**src/rtl/multi_cycle_cu_pkg.sv**
```systemverilog
`default_nettype none
//============================================================================
// Module   : multi_cycle_cu_pkg
// Brief    : Shared opcode/funct/ALU/select constants and FSM state encoding
// Revision : 1.0 - initial release
//============================================================================
package multi_cycle_cu_pkg;

   localparam logic [5:0] OP_RTYPE = 6'b000000;
   localparam logic [5:0] OP_J     = 6'b000010;
   localparam logic [5:0] OP_BEQ   = 6'b000100;
   localparam logic [5:0] OP_BNE   = 6'b000101;
   localparam logic [5:0] OP_BGTZ  = 6'b000111;
   localparam logic [5:0] OP_ADDI  = 6'b001000;
   localparam logic [5:0] OP_ORI   = 6'b001101;
   localparam logic [5:0] OP_LW    = 6'b100011;
   localparam logic [5:0] OP_SW    = 6'b101011;

   localparam logic [5:0] FUNCT_SLL = 6'b000000;
   localparam logic [5:0] FUNCT_ADD = 6'b100000;
   localparam logic [5:0] FUNCT_SUB = 6'b100010;
   localparam logic [5:0] FUNCT_AND = 6'b100100;
   localparam logic [5:0] FUNCT_OR  = 6'b100101;
   localparam logic [5:0] FUNCT_SLT = 6'b101010;

   localparam logic [2:0] ALU_ADD = 3'b000;
   localparam logic [2:0] ALU_SUB = 3'b001;
   localparam logic [2:0] ALU_SLL = 3'b010;
   localparam logic [2:0] ALU_OR  = 3'b011;
   localparam logic [2:0] ALU_AND = 3'b100;
   localparam logic [2:0] ALU_SLT = 3'b110;

   localparam logic [1:0] PC_NEXT = 2'b00;
   localparam logic [1:0] PC_REL  = 2'b01;
   localparam logic [1:0] PC_JUMP = 2'b10;
   localparam logic [1:0] PC_HOLD = 2'b11;

   localparam logic REG_FROM_RT = 1'b0;
   localparam logic REG_FROM_RD = 1'b1;
   localparam logic DB_FROM_ALU = 1'b0;
   localparam logic DB_FROM_MEM = 1'b1;
   localparam logic EXT_ZERO    = 1'b0;
   localparam logic EXT_SIGN    = 1'b1;

   typedef enum logic [2:0] {
      STATE_IF   = 3'd0,
      STATE_ID   = 3'd1,
      STATE_EXE  = 3'd2,
      STATE_MEM  = 3'd3,
      STATE_WB   = 3'd4,
      STATE_HALT = 3'd5
   } state_t;

   function automatic logic is_branch(input logic [5:0] op);
      return (op == OP_BEQ) || (op == OP_BNE) || (op == OP_BGTZ);
   endfunction

endpackage : multi_cycle_cu_pkg
`default_nettype wire

```
**src/rtl/mcu_alu_decode.sv**
```systemverilog
`default_nettype none
//============================================================================
// Module   : mcu_alu_decode
// Brief    : Combinational Opcode/Funct -> ALUOp, ALU source and extend select
// Revision : 1.0 - initial release
//============================================================================
module mcu_alu_decode
   import multi_cycle_cu_pkg::*;
(
   input  logic [5:0] i_opcode,
   input  logic [5:0] i_funct,
   output logic [2:0] o_alu_op,
   output logic       o_alu_src_a,
   output logic       o_alu_src_b,
   output logic       o_ext_sel
);

   always_comb begin
      o_alu_op    = ALU_ADD;
      o_alu_src_a = 1'b0;
      o_alu_src_b = 1'b0;
      o_ext_sel   = EXT_ZERO;
      unique case (i_opcode)
         OP_ADDI: begin
            o_alu_src_b = 1'b1;
            o_ext_sel   = EXT_SIGN;
         end
         OP_ORI: begin
            o_alu_op    = ALU_OR;
            o_alu_src_b = 1'b1;
         end
         OP_LW, OP_SW: begin
            o_alu_src_b = 1'b1;
            o_ext_sel   = EXT_SIGN;
         end
         OP_BEQ, OP_BNE, OP_BGTZ: begin
            o_alu_op  = ALU_SUB;
            o_ext_sel = EXT_SIGN;
         end
         // R-type and any unrecognised opcode share the funct decode
         default: begin
            unique case (i_funct)
               FUNCT_SUB: o_alu_op = ALU_SUB;
               FUNCT_AND: o_alu_op = ALU_AND;
               FUNCT_OR:  o_alu_op = ALU_OR;
               FUNCT_SLT: o_alu_op = ALU_SLT;
               FUNCT_SLL: begin
                  o_alu_op    = ALU_SLL;
                  o_alu_src_a = 1'b1;
               end
               default:   o_alu_op = ALU_ADD;
            endcase
            if (i_opcode != OP_RTYPE) begin
               o_alu_op    = ALU_ADD;
               o_alu_src_a = 1'b0;
            end
         end
      endcase
   end

endmodule : mcu_alu_decode
`default_nettype wire

```
**src/rtl/multi_cycle_cu.sv**
```systemverilog
`default_nettype none
//============================================================================
// Module   : multi_cycle_cu
// Brief    : Multi-cycle MIPS control FSM (IF/ID/EXE/MEM/WB/HALT).
//            Define MCU_MEM_WAIT_EN to add the MemReady wait-state input.
// Revision : 1.0 - initial release
//============================================================================
module multi_cycle_cu
   import multi_cycle_cu_pkg::*;
#(
   parameter logic [5:0] HALT_OPCODE = 6'b111111
) (
   input  logic       CLK,
   input  logic       Reset,
   input  logic [5:0] Opcode,
   input  logic [5:0] Funct,
   input  logic       Zero,
   input  logic       Sign,
`ifdef MCU_MEM_WAIT_EN
   input  logic       MemReady,
`endif
   output logic       PCWrite,
   output logic       IRWrite,
   output logic       ALUSrcA,
   output logic       ALUSrcB,
   output logic       RegDst,
   output logic       DB,
   output logic       ExtSel,
   output logic       MemRead,
   output logic       MemWrite,
   output logic       RegWrite,
   output logic [1:0] PCSrc,
   output logic [2:0] ALUOp,
   output logic [2:0] State
);

   state_t     r_state;
   state_t     w_next;
   logic [2:0] w_dec_alu_op;
   logic       w_dec_src_a;
   logic       w_dec_src_b;
   logic       w_dec_ext;
   logic       w_taken;
   logic       w_mem_ready;

`ifdef MCU_MEM_WAIT_EN
   assign w_mem_ready = MemReady;
`else
   assign w_mem_ready = 1'b1;
`endif

   mcu_alu_decode u_alu_decode (
      .i_opcode    (Opcode),
      .i_funct     (Funct),
      .o_alu_op    (w_dec_alu_op),
      .o_alu_src_a (w_dec_src_a),
      .o_alu_src_b (w_dec_src_b),
      .o_ext_sel   (w_dec_ext)
   );

   always_comb begin
      unique case (Opcode)
         OP_BEQ:  w_taken = Zero;
         OP_BNE:  w_taken = !Zero;
         OP_BGTZ: w_taken = !Zero && !Sign;
         default: w_taken = 1'b0;
      endcase
   end

   always_ff @(posedge CLK or negedge Reset) begin
      if (!Reset) r_state <= STATE_IF;
      else        r_state <= w_next;
   end

   always_comb begin
      w_next   = r_state;
      PCWrite  = 1'b0;
      IRWrite  = 1'b0;
      ALUSrcA  = 1'b0;
      ALUSrcB  = 1'b0;
      RegDst   = REG_FROM_RT;
      DB       = DB_FROM_ALU;
      ExtSel   = EXT_ZERO;
      MemRead  = 1'b1;
      MemWrite = 1'b1;
      RegWrite = 1'b0;
      PCSrc    = PC_NEXT;
      ALUOp    = ALU_ADD;
      unique case (r_state)
         STATE_IF: begin
            IRWrite = 1'b1;
            PCWrite = 1'b1;
            w_next  = STATE_ID;
         end
         STATE_ID: begin
            if (Opcode == HALT_OPCODE) begin
               w_next = STATE_HALT;
            end else if (Opcode == OP_J) begin
               PCWrite = 1'b1;
               PCSrc   = PC_JUMP;
               w_next  = STATE_IF;
            end else begin
               w_next = STATE_EXE;
            end
         end
         STATE_EXE: begin
            ALUOp   = w_dec_alu_op;
            ALUSrcA = w_dec_src_a;
            ALUSrcB = w_dec_src_b;
            ExtSel  = w_dec_ext;
            if (is_branch(Opcode)) begin
               PCSrc   = PC_REL;
               PCWrite = w_taken;
               w_next  = STATE_IF;
            end else if (Opcode == OP_LW || Opcode == OP_SW) begin
               w_next = STATE_MEM;
            end else begin
               w_next = STATE_WB;
            end
         end
         STATE_MEM: begin
            // Address stays on the ALU for the whole access
            ALUOp    = w_dec_alu_op;
            ALUSrcA  = w_dec_src_a;
            ALUSrcB  = w_dec_src_b;
            ExtSel   = w_dec_ext;
            MemRead  = (Opcode != OP_LW);
            MemWrite = (Opcode != OP_SW);
            if (w_mem_ready)
               w_next = (Opcode == OP_LW) ? STATE_WB : STATE_IF;
         end
         STATE_WB: begin
            RegWrite = 1'b1;
            DB       = (Opcode == OP_LW) ? DB_FROM_MEM : DB_FROM_ALU;
            RegDst   = (Opcode == OP_LW || Opcode == OP_ADDI || Opcode == OP_ORI)
                       ? REG_FROM_RT : REG_FROM_RD;
            w_next   = STATE_IF;
         end
         STATE_HALT: begin
            PCSrc  = PC_HOLD;
            w_next = STATE_HALT;
         end
         default: w_next = STATE_IF;
      endcase
   end

   assign State = r_state;

endmodule : multi_cycle_cu
`default_nettype wire

```
**config.mk**
```make
export PLATFORM = sky130hd
export DESIGN_NAME = multi_cycle_cu
export DESIGN_NICKNAME = d
export VERILOG_FILES = /design/src/rtl/multi_cycle_cu_pkg.sv /design/src/rtl/mcu_alu_decode.sv /design/src/rtl/multi_cycle_cu.sv
export SDC_FILE = /design/constraint.sdc
export NUM_CORES = 1
export LEC_CHECK = 0
export ABC_CLOCK_PERIOD_IN_PS = 1150
export BUFFER_PORTS_ARGS = -buffer_cell sky130_fd_sc_hd__buf_2
export CORE_UTILIZATION = 38
export CTS_CLUSTER_DIAMETER = 120
export CTS_CLUSTER_SIZE = 10
export DETAILED_ROUTE_END_ITERATION = 7
export PLACE_DENSITY = 0.71
export SLEW_MARGIN = 15
export SYNTH_ARGS = -nofsm -noshare
export SYNTH_HDL_FRONTEND = slang
export SYNTH_SLANG_ARGS = --single-unit
export TNS_END_PERCENT = 5
```
**constraint.sdc**
```tcl
create_clock -name CLK -period 1.15 [get_ports CLK]
set_input_delay 0 -clock CLK [delete_from_list [all_inputs] [get_ports CLK]]
set_output_delay 0 -clock CLK [all_outputs]
set_load 0.005 [all_outputs]
```
# Yosys cells after proc, flatten, opt, wreduce, memory -nomap -nowiden
# Cells that the tools add are included.
# classes
eq_ne	20
muxes	35
n_reduce_logical	17
# ops
operator	n
$eq 6x6->1 const B	7
$pmux 3 s5	2
$mux 1	20
$eq 6x3->1 const B	3
$mux 3	6
$eq 6x4->1 const B	2
$ne 6x6->1 const B	2
$pmux 3 s3	1
$reduce_or 7->1	1
$eq 3x2->1 const B	2
$eq 3x3->1 const B	2
$eq 6x2->1 const B	1
$logic_not 6->1	1
$mux 2	3
$pmux 1 s3	2
$pmux 2 s3	1
$reduce_bool 6->1	1
$reduce_or 3->1	2
$reduce_or 6->1	1
$logic_or 1x1->1	5
$reduce_or 4->1	1
$eq 3x1->1 const B	1
$logic_not 3->1	1
$logic_not 1->1	2
other kinds (2)	2
# totals
regBits	3
out_inout_bits	18
wordCells	73

# Longest topological paths before layout
# depth
depth_word	5
depth_mapped	5
ltp_nobuf	4

# Hierarchy
# From an unflattened synthesis, not the netlist that was laid out.
# hier_totals
cells_unflattened	95
area_unflattened_um2	634.4
# modules_own_cells
mod	n_inst	cells_per_inst	area_per_inst_um2	seq_area_each_um2
multi_cycle_cu	1	55	384.1	75.1
mcu_alu_decode	1	40	250.2	0.0

# Least setup slack after synthesis
# No wires, ideal clock.
# synth_timing
path_type	register to output
startpoint	reg r_state[2], in the netlist State[2]
endpoint	out ALUOp[0]
arrival_ns	1.333
setup_slack_ns	-0.183
stages_incl_launch_ff	6
path_buffers	1
cell_sequence	dfrtp_1 > clkbuf_1 > nor2b_1 > nand4b_1 > or2_1 > o31ai_1
# synth_via
elab_chain_len	3
word_cells_on_any_way	4
# synth_rtl
item	line	text
start: declaration	multi_cycle_cu.sv:37	state_t r_state;
start signal: assignment	multi_cycle_cu.sv:72	else r_state <= w_next;
$eq 3x2->1	multi_cycle_cu.sv:89	unique case (r_state)
$reduce_or 2->1 (no line) (*)	n/a	
$mux 3 (*)	multi_cycle_cu.sv:89	
end: declaration	multi_cycle_cu.sv:33	output logic [2:0] ALUOp,
# Every way passes the cells marked *; elsewhere a longest branch is shown, timed or not.

# Worst setup path in the final report
# Same ends and word-level chain as after synthesis.

==> out/summary.txt <==
status = complete, but fails checks
failing checks = setup timing
Final Cycle Share = 135.1%
critical path type = reg -> out
port buffer count = 33
vias per inst = 5.613
Final HPWL DP = 1462 um
Placeable Area = 1366 um2
share of post-route cells with drive strength above 1 = 51.43%
slowest stage delay, CP = 0.40 ns
Seq/Total Area, Yosys = 12.88%
starting density of the core = 42.67%
Seq cells post-synth = 3
switching part of the total power = 42.39%
clock network power share = 14.1%
reg-to-reg critical path startpoint = State[2]
Pleak = 0.0004642 uW
clk buf depth = 2
critical path fanouts, max = 3
Synth Cell Area = 583.1 um2
Synth Flop Type = dfrtp_1
final hold violations = 0
io pins = 34
most frequent cells in the layout = buf_2, buf_4, nor2_1, nand2_1
Tightest Pin Transition = 0.3035 ns
Pwr Density = 1404 nW/um2
H-Tree Level Count = 1
Rel. slew slack = 79.58%
WP data arrival = 1.55 ns
Max Fclk = 643.8 MHz
Worst R2R Path Depth = 5
P&R area growth vs syn = 71.89%
Seq pwr share = 13.7%
CP Launch Type = flip-flop
Setup violations, final = 17
final WL = 2072 um
Yosys warnings = 0
die footprint = 1695 um2
initial antenna violation count = 0
root buf cell = clkbuf_4
count of cell types in the netlist = 39
slowest stage cell, crit path = dfrtp_1
GP Congestion = 0.8342
clk_skew = 0.006539 ns
post-route worst setup slack = -0.4032 ns
number of global-route vias before repair = 664
most common cell after layout, fill and taps aside = buf_2
max-slew violation count = 0
routed len/inst = 13.37 um
EDFF count, synth = 0
combinational share of power = 72.2%
ant diodes = 0
Hold/Removal Path Class = in -> async
Synth Instances = 89
non-filler instance count after layout = 155
# rows = 13
Final min period = 1.553 ns
all-layer global routing usage = 24.47%
cell internal pwr = 810.8 uW
global-route wire length before repair = 2732 um
clk_lat worst skew = 0.24 ns
# placed instances = 148
critical path's top delay family = simple AND/OR/NAND/NOR gates
Worst-path clk slew = 0.04 ns
number of nets with antenna violations after routing = 0
clock tree sinks = 3
1st-iter DRT viols = 27
Cell Chain, Critical Path = nor2b_2 -> nand4b_1 -> or2_4 -> o31ai_4 -> buf_2
via count = 870
Buf/Inv on CP = 1
gr ovfl total = 0
largest net degree at the start of global routing = 13
CTS Buf Count = 3
syn nets = 105
Post-Syn Area per Cell = 6.551 um2
CP endpoint kind = output pin
DR DRC count = 0
r2r setup slk = -0.12 ns
die height = 41.17 um
dpl ws = -0.1115 ns
VDD IR-drop max = 0.6951 mV
drt pass-1 iters = 4
NumNets Final = 157
net switching power = 596.5 uW
FF-to-FF End = State[2]
chip width = 41.17 um
Max Cap Viol = 0
CTS tree = done
ys async rst share = 100.0%
RSZ-0062 raised after global routing = yes
max reg flops = 3
Critical Path RT = 1.15 ns
layout make-up:
type	instances	area (um2)
fillers	115	364.1
flip-flops and latches	3	75.07
well taps	15	18.77
multi-input cells	74	530.5
clock buffers	4	26.28
inverters	5	18.77
repair buffers	54	332.8
through the flow:
step	instance area, um2	utilization, %	power, uW	setup TNS, ns	hold slack, ns
2_1_floorplan	601.8	-	668.5	-0.1618	-0.2956
3_3_place_gp	873.3	63.92	989.4	-0.2728	-0.2021
3_5_place_dp	873.3	63.92	1010	-0.4216	-0.2022
4_1_cts	939.7	68.77	1277	-2.448	0.08228
5_1_grt	1002	73.35	1539	-4.775	0.1068
6_report	1002	73.35	1407	-3.514	0.08051
worst register-to-register path, stage by stage (launching register included):
cell	delay, ns
dfrtp_1	0.40
buf_4	0.15
buf_6	0.13
a31oi_4	0.17
o22ai_1	0.10
a32o_1	0.21
kinds of logic (layout without fill, tap and decap cells):
family	count (synthesis)	after routing	share of synthesized area [%]
DFF	3	3	12.88
xor gates and xnor gates	1	1	1.502
and+or+nand+nor	52	52	50.22
adders and majority gates	1	1	1.717
AOI/OAI and AO/OA	20	20	23.39
buffers and inverters	12	63	10.30
power groups by stage:
stage	sequential [uW]	clock, uW	combinational, uW
after global placement	187	0	803
after global routing	203	215	1120
final	193	198	1020
after detailed placement	189	0	822
after CTS	191	194	892
after floorplan	190	0	479
metal layers:
layer  vias up  routed length [um]  track usage, %
met1       399                 926           31.19
met2        38                 974           40.63
met5         -                   0               0
li1        431                   -               -
met3         2                 160           7.065
met4         0                  10           4.839
cell usage after synthesis, drive strengths merged, types with 2 or more instances:
master	n	share of area, %
nor2	11	7.1
nand2	7	4.5
nor3	7	6.9
buf	5	5.8
inv	5	3.2
o21ai	5	4.3
a31oi	3	3.2
dfrtp	3	13
nand2b	3	3.2
nand3	3	2.6
nand4b	3	4.5
or2	3	3.2
a21boi	2	2.6
a21oi	2	1.7
and2	2	2.1
and3	2	2.1
clkbuf	2	1.3
nor2b	2	2.1
nor4b	2	3.0
o31ai	2	2.6
or3	2	2.1
how the worst max path moves through the flow:
stage | start | to | slack, ns | depth (start not counted)
6_report | State[2] | ALUOp[0] | -0.40 | 5
5_1_grt | State[2] | ALUOp[0] | -0.47 | 5
4_1_cts | State[2] | ALUOp[0] | -0.38 | 5
3_5_place_dp | State[2] | ALUOp[0] | -0.11 | 5
3_3_place_gp | State[2] | ALUOp[0] | -0.08 | 5
2_1_floorplan | State[2] | ALUOp[0] | -0.09 | 5
what timing repair did:
action / in CTS / in global routing
hold endpoints to repair: 3 / 0
hold buffers: 1 / 0
resized for setup: 7 / 11
endpoints found under the setup margin: 14 / 17
cloned: 0 / 0
pin swaps: 1 / 2
setup buffers: 0 / 2
Note: power is estimated with default switching activity, not from simulation.
